$ cat src/rtl/combinator_pkg.sv
// combinator_pkg: shared types and constants for the pixel combinator.
//   state_t      - frame FSM states (IDLE, REQ, OUT)
//   IDLE_COORD   - coordinate broadcast while idle; deliberately not all-ones,
//                  because all-ones marks an empty queue
//   BLANK_COLOUR - colour emitted for a pixel that no queue supplied in time
//   MISSED_W     - width of the saturating missed-pixel counter
package combinator_pkg;

  typedef enum logic [1:0] {
    IDLE = 2'd0,
    REQ  = 2'd1,
    OUT  = 2'd2
  } state_t;

  localparam logic [31:0] IDLE_COORD   = 32'h7FFF_FFFF;
  localparam int          BLANK_COLOUR = 0;
  localparam int          MISSED_W     = 16;

endpackage

$ cat src/rtl/raster_counter.sv
// raster_counter: x/y position within a frame, plus position flags.
//   clk, reset    - clock and synchronous active-high reset
//   clear         - restart at (0,0) at the beginning of a frame
//   advance       - move to the next pixel in raster order
//   x, y          - current pixel coordinate
//   sof, eol, last- first pixel of frame / last pixel of line / last of frame
module raster_counter #(
  parameter int DATA_WIDTH = 32,
  parameter int IMG_WIDTH  = 640,
  parameter int IMG_HEIGHT = 480
) (
  input  logic                  clk,
  input  logic                  reset,
  input  logic                  clear,
  input  logic                  advance,
  output logic [DATA_WIDTH-1:0] x,
  output logic [DATA_WIDTH-1:0] y,
  output logic                  sof,
  output logic                  eol,
  output logic                  last
);

  localparam logic [DATA_WIDTH-1:0] X_LAST = DATA_WIDTH'(IMG_WIDTH - 1);
  localparam logic [DATA_WIDTH-1:0] Y_LAST = DATA_WIDTH'(IMG_HEIGHT - 1);

  assign sof  = (x == '0) && (y == '0);
  assign eol  = (x == X_LAST);
  assign last = eol && (y == Y_LAST);

  // NOTE: state registers use non-blocking assignments so every flop samples
  // the pre-edge values, independent of statement order.
  always_ff @(posedge clk) begin
    if (reset || clear) begin
      x <= '0;
      y <= '0;
    end else if (advance) begin
      if (last) begin
        // Frame complete: park at the origin for the next frame.
        x <= '0;
        y <= '0;
      end else if (eol) begin
        x <= '0;
        y <= y + DATA_WIDTH'(1);
      end else begin
        x <= x + DATA_WIDTH'(1);
      end
    end
  end

endmodule

$ cat src/rtl/pixel_combinator.sv
// pixel_combinator: assembles one frame of pixels from NUM_QUEUES pixel queues.
// For each raster position it broadcasts the coordinate, waits up to TIMEOUT
// cycles for a queue to report a hit, then presents the pixel on a
// valid/ready output stream.
//   clk, reset                 - clock, synchronous active-high reset
//   start_i                    - begin one frame (ignored while busy)
//   xpixel_check/ypixel_check  - requested coordinate to all queues
//   hit_i, colour_i            - per-queue hit flag and colour
//   pixel_o, pixel_valid_o,
//   pixel_ready_i              - output pixel stream
//   sof_o, eol_o               - start-of-frame / end-of-line qualifiers
//   frame_done_o, multi_hit_o  - one-cycle event pulses
//   busy_o                     - frame in progress
//   missed_count_o             - saturating count of timed-out pixels
module pixel_combinator
  import combinator_pkg::*;
#(
  parameter int DATA_WIDTH = 32,
  parameter int RBG_SIZE   = 24,
  parameter int NUM_QUEUES = 4,
  parameter int IMG_WIDTH  = 640,
  parameter int IMG_HEIGHT = 480,
  parameter int TIMEOUT    = 16
) (
  input  logic                           clk,
  input  logic                           reset,
  input  logic                           start_i,
  output logic [DATA_WIDTH-1:0]          xpixel_check,
  output logic [DATA_WIDTH-1:0]          ypixel_check,
  input  logic [NUM_QUEUES-1:0]          hit_i,
  input  logic [NUM_QUEUES*RBG_SIZE-1:0] colour_i,
  output logic [RBG_SIZE-1:0]            pixel_o,
  output logic                           pixel_valid_o,
  input  logic                           pixel_ready_i,
  output logic                           sof_o,
  output logic                           eol_o,
  output logic                           frame_done_o,
  output logic                           busy_o,
  output logic                           multi_hit_o,
  output logic [MISSED_W-1:0]            missed_count_o
);

  localparam int                WAIT_W    = (TIMEOUT > 1) ? $clog2(TIMEOUT) : 1;
  localparam logic [WAIT_W-1:0] WAIT_LAST = WAIT_W'(TIMEOUT - 1);

  state_t                state;
  logic [WAIT_W-1:0]     wait_cnt;
  logic [DATA_WIDTH-1:0] x_cur;
  logic [DATA_WIDTH-1:0] y_cur;
  logic                  at_sof;
  logic                  at_eol;
  logic                  at_last;
  logic [RBG_SIZE-1:0]   hit_colour;
  logic                  any_hit;
  logic                  multi_hit;
  logic                  frame_start;
  logic                  pixel_accept;

  assign frame_start  = (state == IDLE) && start_i;
  assign pixel_accept = (state == OUT) && pixel_ready_i;

  raster_counter #(
    .DATA_WIDTH (DATA_WIDTH),
    .IMG_WIDTH  (IMG_WIDTH),
    .IMG_HEIGHT (IMG_HEIGHT)
  ) u_raster (
    .clk     (clk),
    .reset   (reset),
    .clear   (frame_start),
    .advance (pixel_accept),
    .x       (x_cur),
    .y       (y_cur),
    .sof     (at_sof),
    .eol     (at_eol),
    .last    (at_last)
  );

  // The coordinate is derived only from registered state, so queues see a
  // glitch-free request that changes exactly on the REQ entry edge.
  assign xpixel_check = (state == IDLE) ? DATA_WIDTH'(IDLE_COORD) : x_cur;
  assign ypixel_check = (state == IDLE) ? DATA_WIDTH'(IDLE_COORD) : y_cur;

  assign any_hit = |hit_i;
  // Clearing the lowest set bit leaves something only if two or more were set.
  assign multi_hit = (hit_i & (hit_i - NUM_QUEUES'(1))) != '0;

  // Lowest-index queue wins: scan downward so lower indices overwrite.
  // NOTE: a default assignment before any conditional keeps this block
  // purely combinational (no latch on the no-hit path).
  always_comb begin
    hit_colour = RBG_SIZE'(BLANK_COLOUR);
    for (int k = NUM_QUEUES - 1; k >= 0; k--) begin
      if (hit_i[k]) hit_colour = colour_i[k*RBG_SIZE +: RBG_SIZE];
    end
  end

  always_ff @(posedge clk) begin
    if (reset) begin
      state          <= IDLE;
      wait_cnt       <= '0;
      pixel_o        <= '0;
      pixel_valid_o  <= 1'b0;
      sof_o          <= 1'b0;
      eol_o          <= 1'b0;
      frame_done_o   <= 1'b0;
      busy_o         <= 1'b0;
      multi_hit_o    <= 1'b0;
      missed_count_o <= '0;
    end else begin
      frame_done_o <= 1'b0;
      multi_hit_o  <= 1'b0;

      case (state)
        IDLE: begin
          if (start_i) begin
            state          <= REQ;
            busy_o         <= 1'b1;
            wait_cnt       <= '0;
            missed_count_o <= '0;
          end
        end

        REQ: begin
          if (any_hit) begin
            // A hit on the final wait cycle still wins over the timeout.
            pixel_o       <= hit_colour;
            multi_hit_o   <= multi_hit;
            pixel_valid_o <= 1'b1;
            sof_o         <= at_sof;
            eol_o         <= at_eol;
            state         <= OUT;
          end else if (wait_cnt == WAIT_LAST) begin
            pixel_o       <= RBG_SIZE'(BLANK_COLOUR);
            pixel_valid_o <= 1'b1;
            sof_o         <= at_sof;
            eol_o         <= at_eol;
            state         <= OUT;
            if (missed_count_o != '1) missed_count_o <= missed_count_o + MISSED_W'(1);
          end else begin
            wait_cnt <= wait_cnt + WAIT_W'(1);
          end
        end

        OUT: begin
          // pixel_o/sof_o/eol_o are untouched here, so they hold under backpressure.
          if (pixel_ready_i) begin
            pixel_valid_o <= 1'b0;
            sof_o         <= 1'b0;
            eol_o         <= 1'b0;
            wait_cnt      <= '0;
            if (at_last) begin
              state        <= IDLE;
              busy_o       <= 1'b0;
              frame_done_o <= 1'b1;
            end else begin
              state <= REQ;
            end
          end
        end

        default: state <= IDLE;
      endcase
    end
  end

endmodule

$ cat config.mk
export PLATFORM = sky130hd
export DESIGN_NAME = pixel_combinator
export DESIGN_NICKNAME = d
export VERILOG_FILES = /design/src/rtl/combinator_pkg.sv /design/src/rtl/raster_counter.sv /design/src/rtl/pixel_combinator.sv
export SDC_FILE = /design/constraint.sdc
export NUM_CORES = 1
export LEC_CHECK = 0
export BUFFER_PORTS_ARGS = -buffer_cell sky130_fd_sc_hd__buf_2
export CAP_MARGIN = 20
export CORE_ASPECT_RATIO = 0.7
export CORE_MARGIN = 2
export CORE_UTILIZATION = 53
export CTS_BUF_LIST = sky130_fd_sc_hd__clkbuf_4
export DETAILED_ROUTE_END_ITERATION = 8
export PLACE_DENSITY_LB_ADDON = 0.1
export SLEW_MARGIN = 20
export SYNTH_ARGS = -nofsm -noshare
export SYNTH_HDL_FRONTEND = slang
export SYNTH_SLANG_ARGS = --single-unit
$ cat constraint.sdc
create_clock -name clk -period 3.1 [get_ports clk]
set_input_delay 0.31 -clock clk [delete_from_list [all_inputs] [get_ports clk]]
set_output_delay 0.31 -clock clk [all_outputs]
set_load 0.1 [all_outputs]
==> reports/qor.yml, run 1 <==
floorplan:
  die_w_um: 135
  die_h_um: 95.6
  rows: 33
  die-area_sq_um: 12900
  initial_core_util_pct: 54.4
  ioPinCount: 214
  placeableCoreArea_sq_um: 11700
power:
  power.density_nw_per_um2: 525
  peakVddDrop_uv: 389
  leakagePower_nw: 3.10
clock_tree:
  cts_made_buffers: 17
  postCtsSetupRepairBufs: 0
  clk_latency_ns: 0.52
  path_clk_slew_ns: 0.11
  cts-hold-fix-buffers: 0
  h-tree-depth: 4
  cts_tree: "done"
  cts_sinks: 116
  clock_path_buffers: 2
  cts.repair.resized: 0
  cts-root-buf: "clkbuf_4"
placed_design:
  dp_hpwl_um: 13900
  port_buffers: 213
  gp_congestion: 0.855
worst_setup_path:
  cp_cell_sequence: "ha_1 -> nand4_1 -> nor3_2 -> nand4_1 -> or4_1 -> a21oi_1"
  crit_path_max_fanout: 14
  cp-start-kind: "flop"
  crit_cells: 6
  crit_type: "reg -> reg"
  path_buf_inv: 0
  max_stage_delay_ns: 0.65
  crit_required_ns: 3.55
  cp_top_family: "simple AND/OR/NAND/NOR gates"
  cpMostUsedCell: "nand4_1"
  crit_slowest_cell: "or4_1"
  critical_path_arrival_ns: 3.35
  endpoint_kind: "flop"
  r2r_cells: 6
synth:
  synthTopCellsByArea: "dfxtp_1 (37%), or2_2 (5.2%), a21oi_1 (4.9%), nor2_1 (4.1%), nand4_1 (4.0%)"
  synth_top_cells_by_count: "dfxtp_1 (116), nor2_1 (70), a21oi_1 (62)"
  ys_seq_area_share_pct: 36.5
  yosys.area.top_type_share_pct: 36.5
  synth.distinct_cells: 57
  synth_edf_count: 0
  synth_area_sq_um: 6360
  synth_fp_nets: 912
  syn_inst: 802
  synth_ff_type: "dfxtp_1"
  synth_top_cell_by_area: "dfxtp_1"
  yosysMostFrequentCell: "dfxtp_1"
  async_flop_share_pct: 0
  yosysWarnings: 0
  synth-seq-cells: 116
  syn_avg_cell_area_sq_um: 7.93
grt:
  antenna_found_initial: 0
  grt_pass1_wl_um: 29900
  grt_max_degree: 37
  grt_pass1_vias: 5874
  grt_usage_pct: 29.2
  grt_overflow: 0
sta:
  skew_ns: 0.0172
  finalSetupViolations: 0
  finalCritPeriodShare_pct: 93.6
  fmax_ghz: 0.344
  finalSetupTns_ns: 0
  tightest_slew_ns: 0.893
  hold_violations: 0
  hold_slack_ns: 0.0973
  finalMaxSlewViolations: 0
  final.min_clock_period_ns: 2.90
  slew_headroom_pct: 40.5
  rsz0062_at_grt: "no"
cells_and_area:
  utilization_pct: 67.1
  nets: 1109
  diodes: 0
  drive_gt1_share_pct: 31.9
  syn_to_final_growth_pct: 23.4
worst_hold_path:
  hp-class: "in -> reg"
  min_path_cells: 3
outcome:
  status: "finished clean"
routing:
  drcViolationCount: 0
  wl_um: 19500
  wl_per_cell_um: 16.7
  drt-pass1-iter-count: 5
  num_vias: 6923
  drt_iter0_drc: 534
  vias_per_cell: 5.93
  postRouteAntennaNets: 0
job:
  cap_violations: 0
## worst paths after layout
kind	start	end	slack, ns
worst min register to register	pixel_o[21]$_SDFFE_PP0P_	pixel_o[21]$_SDFFE_PP0P_	0.46
worst max-delay path	u_raster.x[0]$_SDFFE_PP0P_	u_raster.y[25]$_SDFFE_PP0P_	0.20
worst min-delay path	start_i	busy_o$_SDFFE_PP0P_	0.1
worst max register to register	u_raster.x[0]$_SDFFE_PP0P_	u_raster.y[25]$_SDFFE_PP0P_	0.20
## power breakdown
part	internal [mW]	switching (mW)
logic	0.260	1.19
clock network	0.548	0.585
registers	1.52	0.0161
## area by class of cell
class	instances	area (sq um)
Timing Repair Buffer	232	1220
Multi-Input combinational cell	617	3770
Clock buffer	18	135
Inverter	15	56.3
Sequential cell	116	2320
Tap cell	157	196
Fill cell	1063	3840
Clock inverter	13	141
## cell usage in the layout (no fill, tap or decap), drive strengths merged, types with 4 or more instances in the layout
cell    netlist  final
a22o         20     20
xnor2         8      8
or3          20     20
clkbuf       50     18
nand2        38     38
and2          6      6
ha            6      6
clkinv        0      8
or4          21     21
nor3         15     15
nand4        41     41
buf           4    232
and3         16     16
or2          53     53
dfxtp       116    116
nor2         70     70
o31ai        12     12
a21oi        62     62
o22ai        23     23
nor4         21     21
inv          15     15
a31oi         4      4
nor2b         6      6
nand2b       10     10
a221oi       23     23
and4          7      7
nand3        31     31
xor2         20     20
o21ai        47     47
## metal layers
layer  track usage (%)  wire, um  vias up
met5                 0         0        -
met4              7.02       158        0
met3              5.64      1360       17
met2              46.8      9010      258
met1              40.7      8970     3246
li1                  -         -     3402
## metrics by stage
stage	area, sq um	power, mW	worst slack, ns	std cells
global route	7850	4.26	0.0214	1168
CTS	7850	4.14	0.312	1168
global placement	7570	3.01	0.431	1137
floorplan	6360	2.76	0.000235	802
detailed placement	7570	3.02	0.357	1137
finish	7850	4.12	0.197	1168
## kinds of logic after synthesis
logic type               count (synthesis)  share of synthesized area (%)
AND/OR/NAND/NOR                        367                           32.4
AO/OA/AOI/OAI                          214                           21.6
flip-flops                             116                           36.5
buffers and inverters                   69                           4.13
XOR/XNOR                                28                           3.86
adder cells (fa/ha/maj)                  6                           1.18
multiplexers                             2                          0.315
## registers in the layout, indices dropped and copies added, names as in the netlist
signal          cells
busy_o              1
eol_o               1
frame_done_o        1
missed_count_o     16
multi_hit_o         1
pixel_o            24
pixel_valid_o       1
sof_o               1
state               2
u_raster.x         32
u_raster.y         32
wait_cnt            4
## tightest hold or removal path, stage by stage
cell     delay, ns
buf_2         0.12
nand2_1       0.07
a21oi_1       0.06
(Power assumes the default switching activity.)
==> inputs of run 2 (changes only) <==
--- a/config.mk
+++ b/config.mk
@@ -6,12 +6,12 @@
 export NUM_CORES = 1
 export LEC_CHECK = 0
 export BUFFER_PORTS_ARGS = -buffer_cell sky130_fd_sc_hd__buf_2
-export CAP_MARGIN = 20
 export CORE_ASPECT_RATIO = 0.7
 export CORE_MARGIN = 2
 export CORE_UTILIZATION = 53
-export CTS_BUF_LIST = sky130_fd_sc_hd__clkbuf_4
+export CTS_BUF_LIST = sky130_fd_sc_hd__clkbuf_2
 export DETAILED_ROUTE_END_ITERATION = 8
+export HOLD_SLACK_MARGIN = 0.15
 export PLACE_DENSITY_LB_ADDON = 0.1
 export SLEW_MARGIN = 20
 export SYNTH_ARGS = -nofsm -noshare
==> run 2 against run 1 <==
Against the previous run: sequential power barely moved; combinational power grew 9%; setup slack gained 0.064 ns; flip-flop and latch count stayed put; die area did not move; clock skew is 0.012 ns higher; routed wire length up 13%; via count is 8.7% higher; largest cell class unchanged; critical endpoint unchanged; global-route usage rose by 4.2 points; worst hold slack gained 0.15 ns; critical path type unchanged; clock power fell by 9%; first-iteration DRC count grew 18%.
==> reports/qor.yml, run 2 (synthesized netlist as in run 1, its figures left out) <==
outcome:
  status: "finished clean"
power:
  power_frac_clock_pct: 24.8
  internal_power_mw: 2.30
  leakagePower_nw: 3.45
  total_power_mw: 4.15
  power.switching_mw: 1.84
  power.share.sequential_pct: 37.1
  power.density_nw_per_um2: 482
  p_comb_share_pct: 38.1
  peakVddDrop_uv: 345
  swShare_pct: 44.5
worst_setup_path:
  r2r_slack_ns: 0.26
  critical_path_arrival_ns: 3.45
  cp-start-kind: "flop"
  endpoint_kind: "flop"
  max_stage_delay_ns: 0.64
  path_buf_inv: 0
  crit_cells: 6
  crit_type: "reg -> reg"
  cpMostUsedCell: "nand4_1"
  cp_top_family: "simple AND/OR/NAND/NOR gates"
  crit_path_max_fanout: 14
  cp_cell_sequence: "ha_1 -> nand4_1 -> nor3_2 -> nand4_1 -> or4_1 -> a21oi_1"
  cp-endpoint: "u_raster.y[25]$_SDFFE_PP0P_"
  rr_endpoint: "u_raster.y[25]$_SDFFE_PP0P_"
  crit_slowest_cell: "or4_1"
  r2r_cells: 6
  crit_required_ns: 3.71
  crit_start: "u_raster.x[0]$_SDFFE_PP0P_"
  r2r-start: "u_raster.x[0]$_SDFFE_PP0P_"
routing:
  postRouteAntennaNets: 0
  vias_per_cell: 6.04
  drt-pass1-iter-count: 5
  wl_per_cell_um: 17.7
  drcViolationCount: 0
  num_vias: 7526
  wl_um: 22100
  drt_iter0_drc: 632
job:
  cap_violations: 0
worst_hold_path:
  hp-class: "in -> reg"
  min_path_cells: 3
cells_and_area:
  syn_to_final_growth_pct: 35.2
  drive_gt1_share_pct: 29.6
  nets: 1188
  mostFrequentLayoutCells: "buf_2 (213), dfxtp_1 (116), dlygate4sd3_1 (79), nor2_1 (69), a21oi_1 (62)"
  reg.largest.list: "u_raster.x x32, u_raster.y x32, pixel_o x24"
  diodes: 0
  mostFrequentLayoutCell: "buf_2"
grt:
  grt_usage_pct: 33.4
  grt_overflow: 0
  grt_pass1_wl_um: 33900
  grt_max_degree: 37
  antenna_found_initial: 0
  grt_pass1_vias: 6682
clock_tree:
  h-tree-depth: 4
  cts-root-buf: "clkbuf_2"
  cts_sinks: 116
  clock_path_buffers: 2
  postCtsSetupRepairBufs: 0
  cts_tree: "done"
  path_clk_slew_ns: 0.18
  cts_made_buffers: 17
  clk_latency_ns: 0.67
placed_design:
  gp_congestion: 0.855
  dp_hpwl_um: 13900
  pre_cts_slack_ns: 0.357
  port_buffers: 213
sta:
  hold_violations: 0
  finalCritPeriodShare_pct: 91.6
  finalMaxSlewViolations: 0
  tightest_slew_ns: 0.952
  slew_headroom_pct: 36.5
  rsz0062_at_grt: "no"
  skew_ns: 0.0292
  fmax_ghz: 0.352
  finalWorstSetupSlack_ns: 0.261
  final.min_clock_period_ns: 2.84
  finalSetupTns_ns: 0
  finalSetupViolations: 0
  hold_slack_ns: 0.248
floorplan:
  placeableCoreArea_sq_um: 11700
  die_h_um: 95.6
  die_w_um: 135
  ioPinCount: 214
  rows: 33
  die-area_sq_um: 12900
  initial_core_util_pct: 54.4
run 2: changes by cell type in the layout (fill, tap and decap cells not counted):
| cell | before | now |
|---|---|---|
| dlygate4sd3_1 | 0 | 79 |
| clkbuf_4 | 18 | 0 |
| clkbuf_2 | 0 | 18 |
run 2: power by group through the flow:
stage                     sequential (mW)  clock, mW  combinational [mW]
after CTS                            1.54       1.04                1.55
after global routing                 1.54       1.10                1.63
after detailed placement             1.57          0                1.45
after floorplan                      1.75          0                1.01
final                                1.54       1.03                1.58
after global placement               1.57          0                1.45
run 2: worst min path at each step:
stage,startpoint,to,slack (ns)
floorplan,wait_cnt[1]$_SDFFE_PP0P_,wait_cnt[1]$_SDFFE_PP0P_,0.44
global placement,pixel_o[21]$_SDFFE_PP0P_,pixel_o[21]$_SDFFE_PP0P_,0.44
detailed placement,pixel_o[21]$_SDFFE_PP0P_,pixel_o[21]$_SDFFE_PP0P_,0.44
CTS,hit_i[1],state[0]$_SDFFE_PP0P_,0.20
global route,hit_i[0],state[0]$_SDFFE_PP0P_,0.27
finish,hit_i[0],multi_hit_o$_SDFF_PP0_,0.25
run 2: layout make-up:
cell class / instances / area, sq um
inverter: 15 / 56.3
multi-input combinational: 617 / 3770
clock buffer: 18 / 90.1
clock inverter: 13 / 141
tap: 157 / 196
timing repair buffer: 311 / 2010
sequential: 116 / 2320
fill: 945 / 3090
run 2: repair_timing:
| action | CTS | global route |
|---|---|---|
| resized for setup | 0 | 0 |
| endpoints found under the hold margin | 38 | 0 |
| hold buffers | 79 | 0 |
run 2: metal layers:
layer / global-route usage, % / wire length, um / vias to the layer above
met3: 6.80 / 1760 / 64
met1: 44.2 / 9440 / 3486
li1: - / - / 3559
met5: 0 / 0 / -
met4: 13.8 / 709 / 0
met2: 53.6 / 10100 / 417
run 2: worst register-to-register path, delay by kind of cell (launching register included):
family	cells	cell delay, ns
AO/OA/AOI/OAI	1	0.15
flip-flops	1	0.41
adder cells (fa/ha/maj)	1	0.21
AND/OR/NAND/NOR	4	2.02
run 2: stage by stage:
step / util, % / instances / cell area [sq um]
finish: 73.5 / 1247 / 8590
global route: 73.5 / 1247 / 8590
CTS: 73.5 / 1247 / 8590
detailed placement: 64.8 / 1137 / 7570
global placement: 64.8 / 1137 / 7570
floorplan: - / 802 / 6360
